**src/rtl/counter4bit_arbiter_if.sv**
```systemverilog
// rtl/counter4bit_arbiter_if.sv - request/limit/grant/count bundle for counter4bit_arbiter
interface counter4bit_arbiter_if #(parameter int CNT_W = 4);
  logic             req0;
  logic [CNT_W-1:0] lim0;
  logic             req1;
  logic [CNT_W-1:0] lim1;
  logic             gnt0;
  logic             gnt1;
  logic             done0;
  logic             done1;
  logic [CNT_W-1:0] q;
  logic             busy;

  modport master (
    output req0, lim0, req1, lim1,
    input  gnt0, gnt1, done0, done1, q, busy
  );

  modport slave (
    input  req0, lim0, req1, lim1,
    output gnt0, gnt1, done0, done1, q, busy
  );
endinterface

```
**src/rtl/counter4bit_arbiter.sv**
```systemverilog
// rtl/counter4bit_arbiter.sv - two-requester shared counter with round-robin grant
// Macro COUNTER4BIT_ARBITER_FIXED_PRIO_EN: requester 0 always wins ties, no pointer.
module counter4bit_arbiter #(
  parameter int CNT_W = 4
) (
  input logic                  clk,
  input logic                  rst,
  counter4bit_arbiter_if.slave bus
);

  typedef enum logic [1:0] {IDLE, RUN, DONE} state_t;

  state_t           r_state, w_state_nxt;
  logic             r_owner, w_owner_nxt;
  logic [CNT_W-1:0] r_lim, w_lim_nxt;
  logic [CNT_W-1:0] r_q, w_q_nxt;
  logic             r_gnt0, w_gnt0_nxt;
  logic             r_gnt1, w_gnt1_nxt;
  logic             r_done0, w_done0_nxt;
  logic             r_done1, w_done1_nxt;
  logic             r_busy;
  logic             w_win;
  logic             w_owner_req;

  assign w_owner_req = r_owner ? bus.req1 : bus.req0;

`ifdef COUNTER4BIT_ARBITER_FIXED_PRIO_EN
  assign w_win = ~bus.req0;
`else
  logic r_ptr;
  logic w_release;

  // w_win = 1 selects requester 1; on a tie the one not served last wins
  assign w_win     = (bus.req0 & bus.req1) ? ~r_ptr : bus.req1;
  assign w_release = (r_state == RUN) & (~w_owner_req | (r_q == r_lim));

  always_ff @(posedge clk) begin
    if (rst) begin
      r_ptr <= 1'b1;
    end else if (w_release) begin
      r_ptr <= r_owner;
    end
  end
`endif

  always_ff @(posedge clk) begin
    if (rst) begin
      r_state <= IDLE;
      r_owner <= 1'b0;
      r_lim   <= '0;
      r_q     <= '0;
      r_gnt0  <= 1'b0;
      r_gnt1  <= 1'b0;
      r_done0 <= 1'b0;
      r_done1 <= 1'b0;
      r_busy  <= 1'b0;
    end else begin
      r_state <= w_state_nxt;
      r_owner <= w_owner_nxt;
      r_lim   <= w_lim_nxt;
      r_q     <= w_q_nxt;
      r_gnt0  <= w_gnt0_nxt;
      r_gnt1  <= w_gnt1_nxt;
      r_done0 <= w_done0_nxt;
      r_done1 <= w_done1_nxt;
      r_busy  <= (w_state_nxt != IDLE);
    end
  end

  always_comb begin
    w_state_nxt = r_state;
    w_owner_nxt = r_owner;
    w_lim_nxt   = r_lim;
    w_q_nxt     = r_q;
    w_gnt0_nxt  = r_gnt0;
    w_gnt1_nxt  = r_gnt1;
    w_done0_nxt = r_done0;
    w_done1_nxt = r_done1;
    case (r_state)
      IDLE: begin
        if (bus.req0 | bus.req1) begin
          w_owner_nxt = w_win;
          w_gnt0_nxt  = ~w_win;
          w_gnt1_nxt  = w_win;
          w_lim_nxt   = w_win ? bus.lim1 : bus.lim0;
          w_q_nxt     = '0;
          w_state_nxt = RUN;
        end
      end
      RUN: begin
        // abort takes precedence over reaching the terminal count
        if (!w_owner_req) begin
          w_gnt0_nxt  = 1'b0;
          w_gnt1_nxt  = 1'b0;
          w_state_nxt = IDLE;
        end else if (r_q == r_lim) begin
          w_gnt0_nxt  = 1'b0;
          w_gnt1_nxt  = 1'b0;
          w_done0_nxt = ~r_owner;
          w_done1_nxt = r_owner;
          w_state_nxt = DONE;
        end else begin
          w_q_nxt = r_q + CNT_W'(1);
        end
      end
      DONE: begin
        w_done0_nxt = 1'b0;
        w_done1_nxt = 1'b0;
        w_state_nxt = IDLE;
      end
      default: begin
        w_gnt0_nxt  = 1'b0;
        w_gnt1_nxt  = 1'b0;
        w_done0_nxt = 1'b0;
        w_done1_nxt = 1'b0;
        w_state_nxt = IDLE;
      end
    endcase
  end

  assign bus.gnt0  = r_gnt0;
  assign bus.gnt1  = r_gnt1;
  assign bus.done0 = r_done0;
  assign bus.done1 = r_done1;
  assign bus.q     = r_q;
  assign bus.busy  = r_busy;

endmodule

```
**src/flat_wrapper.sv**
```systemverilog
// flat-port wrapper written by rule: the top's interface ports become plain ports
module counter4bit_arbiter_flat 
#(
  parameter int CNT_W = 4
)
  (clk, rst, bus_req0, bus_lim0, bus_req1, bus_lim1, bus_gnt0, bus_gnt1, bus_done0, bus_done1, bus_q, bus_busy);
  counter4bit_arbiter_if #(.CNT_W(CNT_W)) bus_i ();
  input logic clk;
  input logic rst;
  input wire logic [$bits(bus_i.req0)-1:0] bus_req0;
  input wire logic [$bits(bus_i.lim0)-1:0] bus_lim0;
  input wire logic [$bits(bus_i.req1)-1:0] bus_req1;
  input wire logic [$bits(bus_i.lim1)-1:0] bus_lim1;
  output wire logic [$bits(bus_i.gnt0)-1:0] bus_gnt0;
  output wire logic [$bits(bus_i.gnt1)-1:0] bus_gnt1;
  output wire logic [$bits(bus_i.done0)-1:0] bus_done0;
  output wire logic [$bits(bus_i.done1)-1:0] bus_done1;
  output wire logic [$bits(bus_i.q)-1:0] bus_q;
  output wire logic [$bits(bus_i.busy)-1:0] bus_busy;
  assign bus_i.req0 = bus_req0;
  assign bus_i.lim0 = bus_lim0;
  assign bus_i.req1 = bus_req1;
  assign bus_i.lim1 = bus_lim1;
  assign bus_gnt0 = bus_i.gnt0;
  assign bus_gnt1 = bus_i.gnt1;
  assign bus_done0 = bus_i.done0;
  assign bus_done1 = bus_i.done1;
  assign bus_q = bus_i.q;
  assign bus_busy = bus_i.busy;
  counter4bit_arbiter #(.CNT_W(CNT_W)) u_core (.clk(clk), .rst(rst), .bus(bus_i));
endmodule
```
**config.mk**
```make
export PLATFORM = sky130hd
export DESIGN_NAME = counter4bit_arbiter_flat
export DESIGN_NICKNAME = d
export VERILOG_FILES = /design/src/rtl/counter4bit_arbiter_if.sv /design/src/rtl/counter4bit_arbiter.sv /design/src/flat_wrapper.sv
export SDC_FILE = /design/constraint.sdc
export NUM_CORES = 1
export LEC_CHECK = 0
export CAP_MARGIN = 20
export CORE_UTILIZATION = 50
export CTS_CLUSTER_SIZE = 16
export DETAILED_ROUTE_END_ITERATION = 10
export PLACE_DENSITY = 0.81
export SETUP_SLACK_MARGIN = 0.1
export SLEW_MARGIN = 20
export SYNTH_ARGS = -nofsm -noshare
export SYNTH_HDL_FRONTEND = slang
export SYNTH_SLANG_ARGS = --single-unit
```
**constraint.sdc**
```tcl
create_clock -name clk -period 4.6 [get_ports clk]
set_input_delay 0.69 -clock clk [delete_from_list [all_inputs] [get_ports clk]]
set_output_delay 0.69 -clock clk [all_outputs]
set_load 0.05 [all_outputs]
```
==> impl_metrics.tcl, run 1 <==
set metrics [dict create \
    path_cells "clkdlybuf4s50_1" \
    hp-class "flip-flop to flip-flop" \
    period_needed_ns 2.29 \
    r2r_end "u_core.bus.q[3]" \
    synth_ff_type "dfxtp_1" \
    synth_compound_area_frac 0.178 \
    leakagePower_uw 0.000398 \
    ys_seq_area_frac 0.400 \
    syn_nets 105 \
    ios 21 \
    clock_path_buffers 2 \
    htreeDepth 1 \
    synth_area_leaders "dfxtp_1 40%, mux2i_1 11%, nor2_1 4.4%" \
    wl_mm 1.72 \
    root_buffer "clkbuf_4" \
    irDropWorstVdd_mv 0.217 \
    route.met3.wl_um 63 \
    reg2regPathDepth 4 \
    hold_depth 2 \
    highest_layer "met4" \
    ys_types 32 \
    finalHoldViolCount 0 \
    cts_made_buffers 3 \
    clock_sinks 17 \
    worstMarginPinSlew_ns 0.691 \
    drv_cap 0 \
    grt-ovfl-total 0 \
    synthArstFlopShare 0 \
    crit_slowest_cell "clkdlybuf4s50_1" \
    avgSynthCellArea_um2 9.25 \
    synthAdderAreaFrac 0.0147 \
    route.met2.wl_um 798 \
    cts.reportedPaths.clkPinSlew_ns 0.10 \
    synth_seq_cells 17 \
    ys_warn_count 0 \
    antenna_found_initial 0 \
    max-slew-margin-rel 0.538 \
    synthMuxAreaShare 0.119 \
    nets 125 \
    fin_crit_sh 0.498 \
    worstPathRequired_ns 3.91 \
    end_kind "output pin" \
    finClkSkew_ns 0.00211 \
    worstHoldStart "u_core.bus.gnt0" \
    synth_area_leader_cell "dfxtp_1" \
    p_sw_frac 0.325 \
    clock_latency_ns 0.30 \
    drive_above_1_share 0.0631 \
    r2r_slack_ns 3.01 \
    port_buffers 20 \
    outcome "complete, no violations" \
    vias 752 \
    slew_viol_final 0 \
    cts_tree "done" \
    mostFrequentLayoutCell "clkdlybuf4s50_1" \
    rows 14 \
    synth_edf_count 0 \
    synth_top_area_share 0.400 \
    setup_violations 0 \
    combPwrFrac 0.269 \
    coreArea_um2 1540 \
    routedWlPerCell_um 13.5 \
    drtIter0Drc 19 \
    met1Wirelength_um 831 \
    synth-simple-area-share 0.210 \
    clkPwrFrac 0.238 \
    gp_congestion 0.776 \
    slowest_delay_ns 0.85 \
    fin_util 0.694 \
    grt_setup_unrepaired "no" \
    grt_pass1_wl_mm 2.86 \
    worstReg2RegStart "u_core.r_state[0]" \
    cts_hold_buf 0 \
    final_cell_mix "20 x clkdlybuf4s50_1, 17 x dfxtp_1, 10 x nor2_1" \
    start_util 0.552 \
    firstDrtPassIters 4 \
    post_cts_buffers 0 \
    synth_top_family_by_area "simple AND/OR/NAND/NOR gates" \
    drcViolationCount 0 \
    cp_data_arrival_time_ns 1.60 \
    fmax_mhz 437 \
    startpoint_type "flip-flop" \
    synth_xor_area_frac 0.0412 \
    detail-route-antenna-nets 0 \
    insertedDiodeCount 0 \
    synth_area_um2 851 \
    cp_max_fo 6 \
    p_sw_uw 112 \
    grt_max_degree 22 \
    finalSetupTns_ns 0 \
    grt_pass1_vias 652 \
    critPathKind "flip-flop to output pin" \
    dp_hpwl_mm 1.24 \
    p_int_uw 234 \
    fp.dieW_um 43.3 \
    seqPwrFrac 0.493 \
    dp_worst_setup_slack_ns 2.30 \
    layout-area-overhead-vs-synth_pct 25.7 \
    fin_ws_ns 2.31 \
    power_density_nw_per_um2 324 \
    worst_hold_path.endpoint "u_core.bus.gnt0" \
    critPathBufInv 1 \
    synthCells 92 \
    die_h_um 43.3 \
    ctsResizeCount 0 \
    die_area_um2 1870 \
    viasPerCell 5.92 \
    cp_top_family "buffers and inverters" \
    grt_util_all_layers 0.203 \
]
-- worst max-delay path by stage --
stage / end / cells after the start / start
after floorplan: u_core.bus.q[3] / 5 / u_core.bus.q[0]
after global placement: u_core.bus.q[3] / 5 / bus_req0
after detailed placement: u_core.bus.q[3] / 5 / bus_req0
after CTS: bus_q[0] / 1 / u_core.bus.q[0]
after global routing: bus_q[0] / 1 / u_core.bus.q[0]
final: bus_q[0] / 1 / u_core.bus.q[0]
-- kinds of logic (layout without fill, tap and decap cells) --
| kind of cell | count (synthesis) | count (layout) |
|---|---|---|
| DFF | 17 | 17 |
| adders and majority gates | 1 | 1 |
| AOI/OAI and AO/OA | 21 | 21 |
| buffers and inverters | 6 | 25 |
| muxes | 10 | 10 |
| xor gates and xnor gates | 4 | 4 |
| and+or+nand+nor | 33 | 33 |
-- sequential cells by signal (all words and copies together), names as in the netlist --
name / count
u_core.bus.q: 4
u_core.r_state: 2
u_core.bus.done1: 1
u_core.bus.gnt0: 1
u_core.r_lim: 4
u_core.bus.done0: 1
u_core.bus.busy: 1
u_core.r_ptr: 1
u_core.bus.gnt1: 1
u_core.r_owner: 1
-- synth_stat cells, types with 2 or more instances --
library cell,instances
nand2b_1,5
a21oi_1,5
nor2_1,10
nand2_1,4
xnor2_1,4
a31oi_1,2
or4_1,3
a211oi_1,4
o211ai_1,2
nand3_1,2
dfxtp_1,17
mux2i_1,9
clkbuf_1,3
nor3_1,3
nand4_1,2
-- metrics by stage --
| step | hold slack (ns) | std cells | power [µW] | cell area (µm²) |
|---|---|---|---|---|
| finish | 0.488 | 127 | 346 | 1070 |
| global route | 0.513 | 127 | 364 | 1070 |
| CTS | 0.493 | 127 | 351 | 1070 |
| detailed placement | 0.473 | 123 | 267 | 1040 |
| global placement | 0.463 | 123 | 265 | 1040 |
| floorplan | 0.490 | 92 | 243 | 851 |
-- power groups by stage --
stage | Combinational [µW] | Sequential [µW] | Clock (µW)
floorplan | 59.9 | 183 | 0
global placement | 91.7 | 173 | 0
detailed placement | 92.9 | 174 | 0
CTS | 93.4 | 171 | 86.5
global route | 102 | 172 | 89.8
finish | 93.1 | 171 | 82.4
-- layer usage --
metal  global-route usage  vias to the layer above
li1                     -                      376
met1                0.270                      353
met2                0.325                       20
met3               0.0383                        3
met4               0.0727                        0
met5                    0                        -
-- layout make-up --
type / instances / area (µm²)
inverters: 1 / 3.75
well taps: 16 / 20.0
repair buffers: 20 / 200
flip-flops and latches: 17 / 340
clock buffers: 4 / 26.3
multi-input cells: 69 / 479
fillers: 134 / 472
Power figures use the tool's default switching activity.
==> inputs of run 2 (changes only) <==
--- a/config.mk
+++ b/config.mk
@@ -6,10 +6,10 @@
 export NUM_CORES = 1
 export LEC_CHECK = 0
 export CAP_MARGIN = 20
-export CORE_UTILIZATION = 50
+export CORE_UTILIZATION = 47
 export CTS_CLUSTER_SIZE = 16
 export DETAILED_ROUTE_END_ITERATION = 10
-export PLACE_DENSITY = 0.81
+export PLACE_DENSITY = 0.77
 export SETUP_SLACK_MARGIN = 0.1
 export SLEW_MARGIN = 20
 export SYNTH_ARGS = -nofsm -noshare
==> constraint.sdc (replaced) <==
create_clock -name clk -period 2.3 [get_ports clk]
set_input_delay 0.345 -clock clk [delete_from_list [all_inputs] [get_ports clk]]
set_output_delay 0.345 -clock clk [all_outputs]
set_load 0.05 [all_outputs]
==> run 2 against run 1 <==
Effect of this change: clock-buffer cell count unchanged; via count up 2.1%; largest power group unchanged; critical endpoint unchanged; core utilization down 5.7 points; hold slack worse by 0.0074 ns; combinational power up 100%; sequential share of layout area down 0.55 points.
==> impl_metrics.tcl, run 2 (synthesis gave the netlist of run 1 again) <==
set metrics [dict create \
    outcome "complete, no violations" \
    cts_tree "done" \
    max-slew-margin-rel 0.596 \
    cp_data_arrival_time_ns 1.59 \
    final_cell_mix "20 x clkdlybuf4s50_1, 17 x dfxtp_1, 10 x nor2_1" \
    leakagePower_uw 0.000403 \
    gp_congestion 0.756 \
    fin_crit_sh 0.841 \
    final_cell_count_no_fill 137 \
    critPathKind "flip-flop to output pin" \
    drcViolationCount 0 \
    post_cts_buffers 0 \
    period_needed_ns 1.93 \
    grt_pass1_vias 683 \
    finalHoldViolCount 0 \
    ctsResizeCount 0 \
    path_cells "clkdlybuf4s50_1" \
    layout-area-overhead-vs-synth_pct 27.9 \
    clock_path_buffers 2 \
    finClkSkew_ns 0.00497 \
    routedWlPerCell_um 12.8 \
    wl_mm 1.75 \
    finalSetupTns_ns 0 \
    viasPerCell 5.61 \
    grt_setup_unrepaired "no" \
    setup_violations 0 \
    clock_sinks 17 \
    rows 15 \
    die_area_um2 1980 \
    root_buffer "clkbuf_4" \
    antenna_found_initial 0 \
    cts.reportedPaths.clkPinSlew_ns 0.10 \
    fp.dieW_um 44.5 \
    insertedDiodeCount 0 \
    startpoint_type "flip-flop" \
    fin_ws_ns 0.365 \
    fin_util 0.637 \
    holdWs_ns 0.480 \
    critPathBufInv 1 \
    cts_hold_buf 0 \
    dp.cells 133 \
    irDropWorstVdd_mv 0.381 \
    fmax_mhz 517 \
    cp_top_family "buffers and inverters" \
    slew_viol_final 0 \
    coreArea_um2 1710 \
    drive_above_1_share 0.0714 \
    end_kind "output pin" \
    dp_worst_setup_slack_ns 0.334 \
    grt_pass1_wl_mm 2.86 \
    htreeDepth 1 \
    slowest_delay_ns 0.84 \
    worstMarginPinSlew_ns 0.599 \
    drv_cap 0 \
    port_buffers 20 \
    start_util 0.498 \
    worstPathRequired_ns 1.96 \
    ios 21 \
    cts_made_buffers 3 \
    grt-ovfl-total 0 \
    crit_slowest_cell "clkdlybuf4s50_1" \
    die_h_um 44.5 \
    clock_latency_ns 0.29 \
    detail-route-antenna-nets 0 \
    nets 126 \
    drtIter0Drc 11 \
    dp_hpwl_mm 1.33 \
    firstDrtPassIters 4 \
    vias 768 \
    cp_max_fo 6 \
    grt_util_all_layers 0.192 \
    power_density_nw_per_um2 636 \
    grt_max_degree 12 \
    hp-class "flip-flop to flip-flop" \
    mostFrequentLayoutCell "clkdlybuf4s50_1" \
]
run 2: cell types whose count changed in the layout (fill, tap and decap cells not counted):
cell and delta:
buf_4 +1
run 2: final timing paths:
| path | slack, ns | from | to | cells after the start |
|---|---|---|---|---|
| max reg2reg | 0.66 | u_core.r_state[0] | u_core.bus.q[3] | 4 |
| max | 0.37 | u_core.bus.q[0] | bus_q[0] | 1 |
| min reg2reg | 0.48 | u_core.bus.gnt0 | u_core.bus.gnt0 | 2 |
| min | 0.48 | u_core.bus.gnt0 | u_core.bus.gnt0 | 2 |
run 2: final cells by class:
| class | instances | area (µm²) |
|---|---|---|
| Multi-Input combinational cell | 69 | 479 |
| Fill cell | 143 | 619 |
| Timing Repair Buffer | 21 | 208 |
| Clock buffer | 4 | 26.3 |
| Sequential cell | 17 | 340 |
| Inverter | 1 | 3.75 |
| Tap cell | 25 | 31.3 |
run 2: tightest hold or removal path, cell delays in order, from the launching register on:
cell and delay [ns]:
dfxtp_1 0.33, nand2b_1 0.06, mux2i_1 0.06
run 2: stage by stage:
step                      area [µm²]  power, µW
final                           1090        692
after global routing            1090        722
after CTS                       1090        693
after detailed placement        1060        536
after global placement          1060        531
after floorplan                  851        486
run 2: where the power goes:
part           total [µW]  switching [µW]  internal [µW]
combinational         190             107           82.5
sequential            341            22.8            318
clock                 161            93.8           67.3
total                 692             224            468
run 2: metal layers:
layer | wire, µm | GRT usage | vias up
met5 | 0 | 0 | -
met4 | 19 | 0.0848 | 0
met3 | 60 | 0.0367 | 4
met2 | 837 | 0.306 | 19
met1 | 831 | 0.252 | 366
li1 | - | - | 379
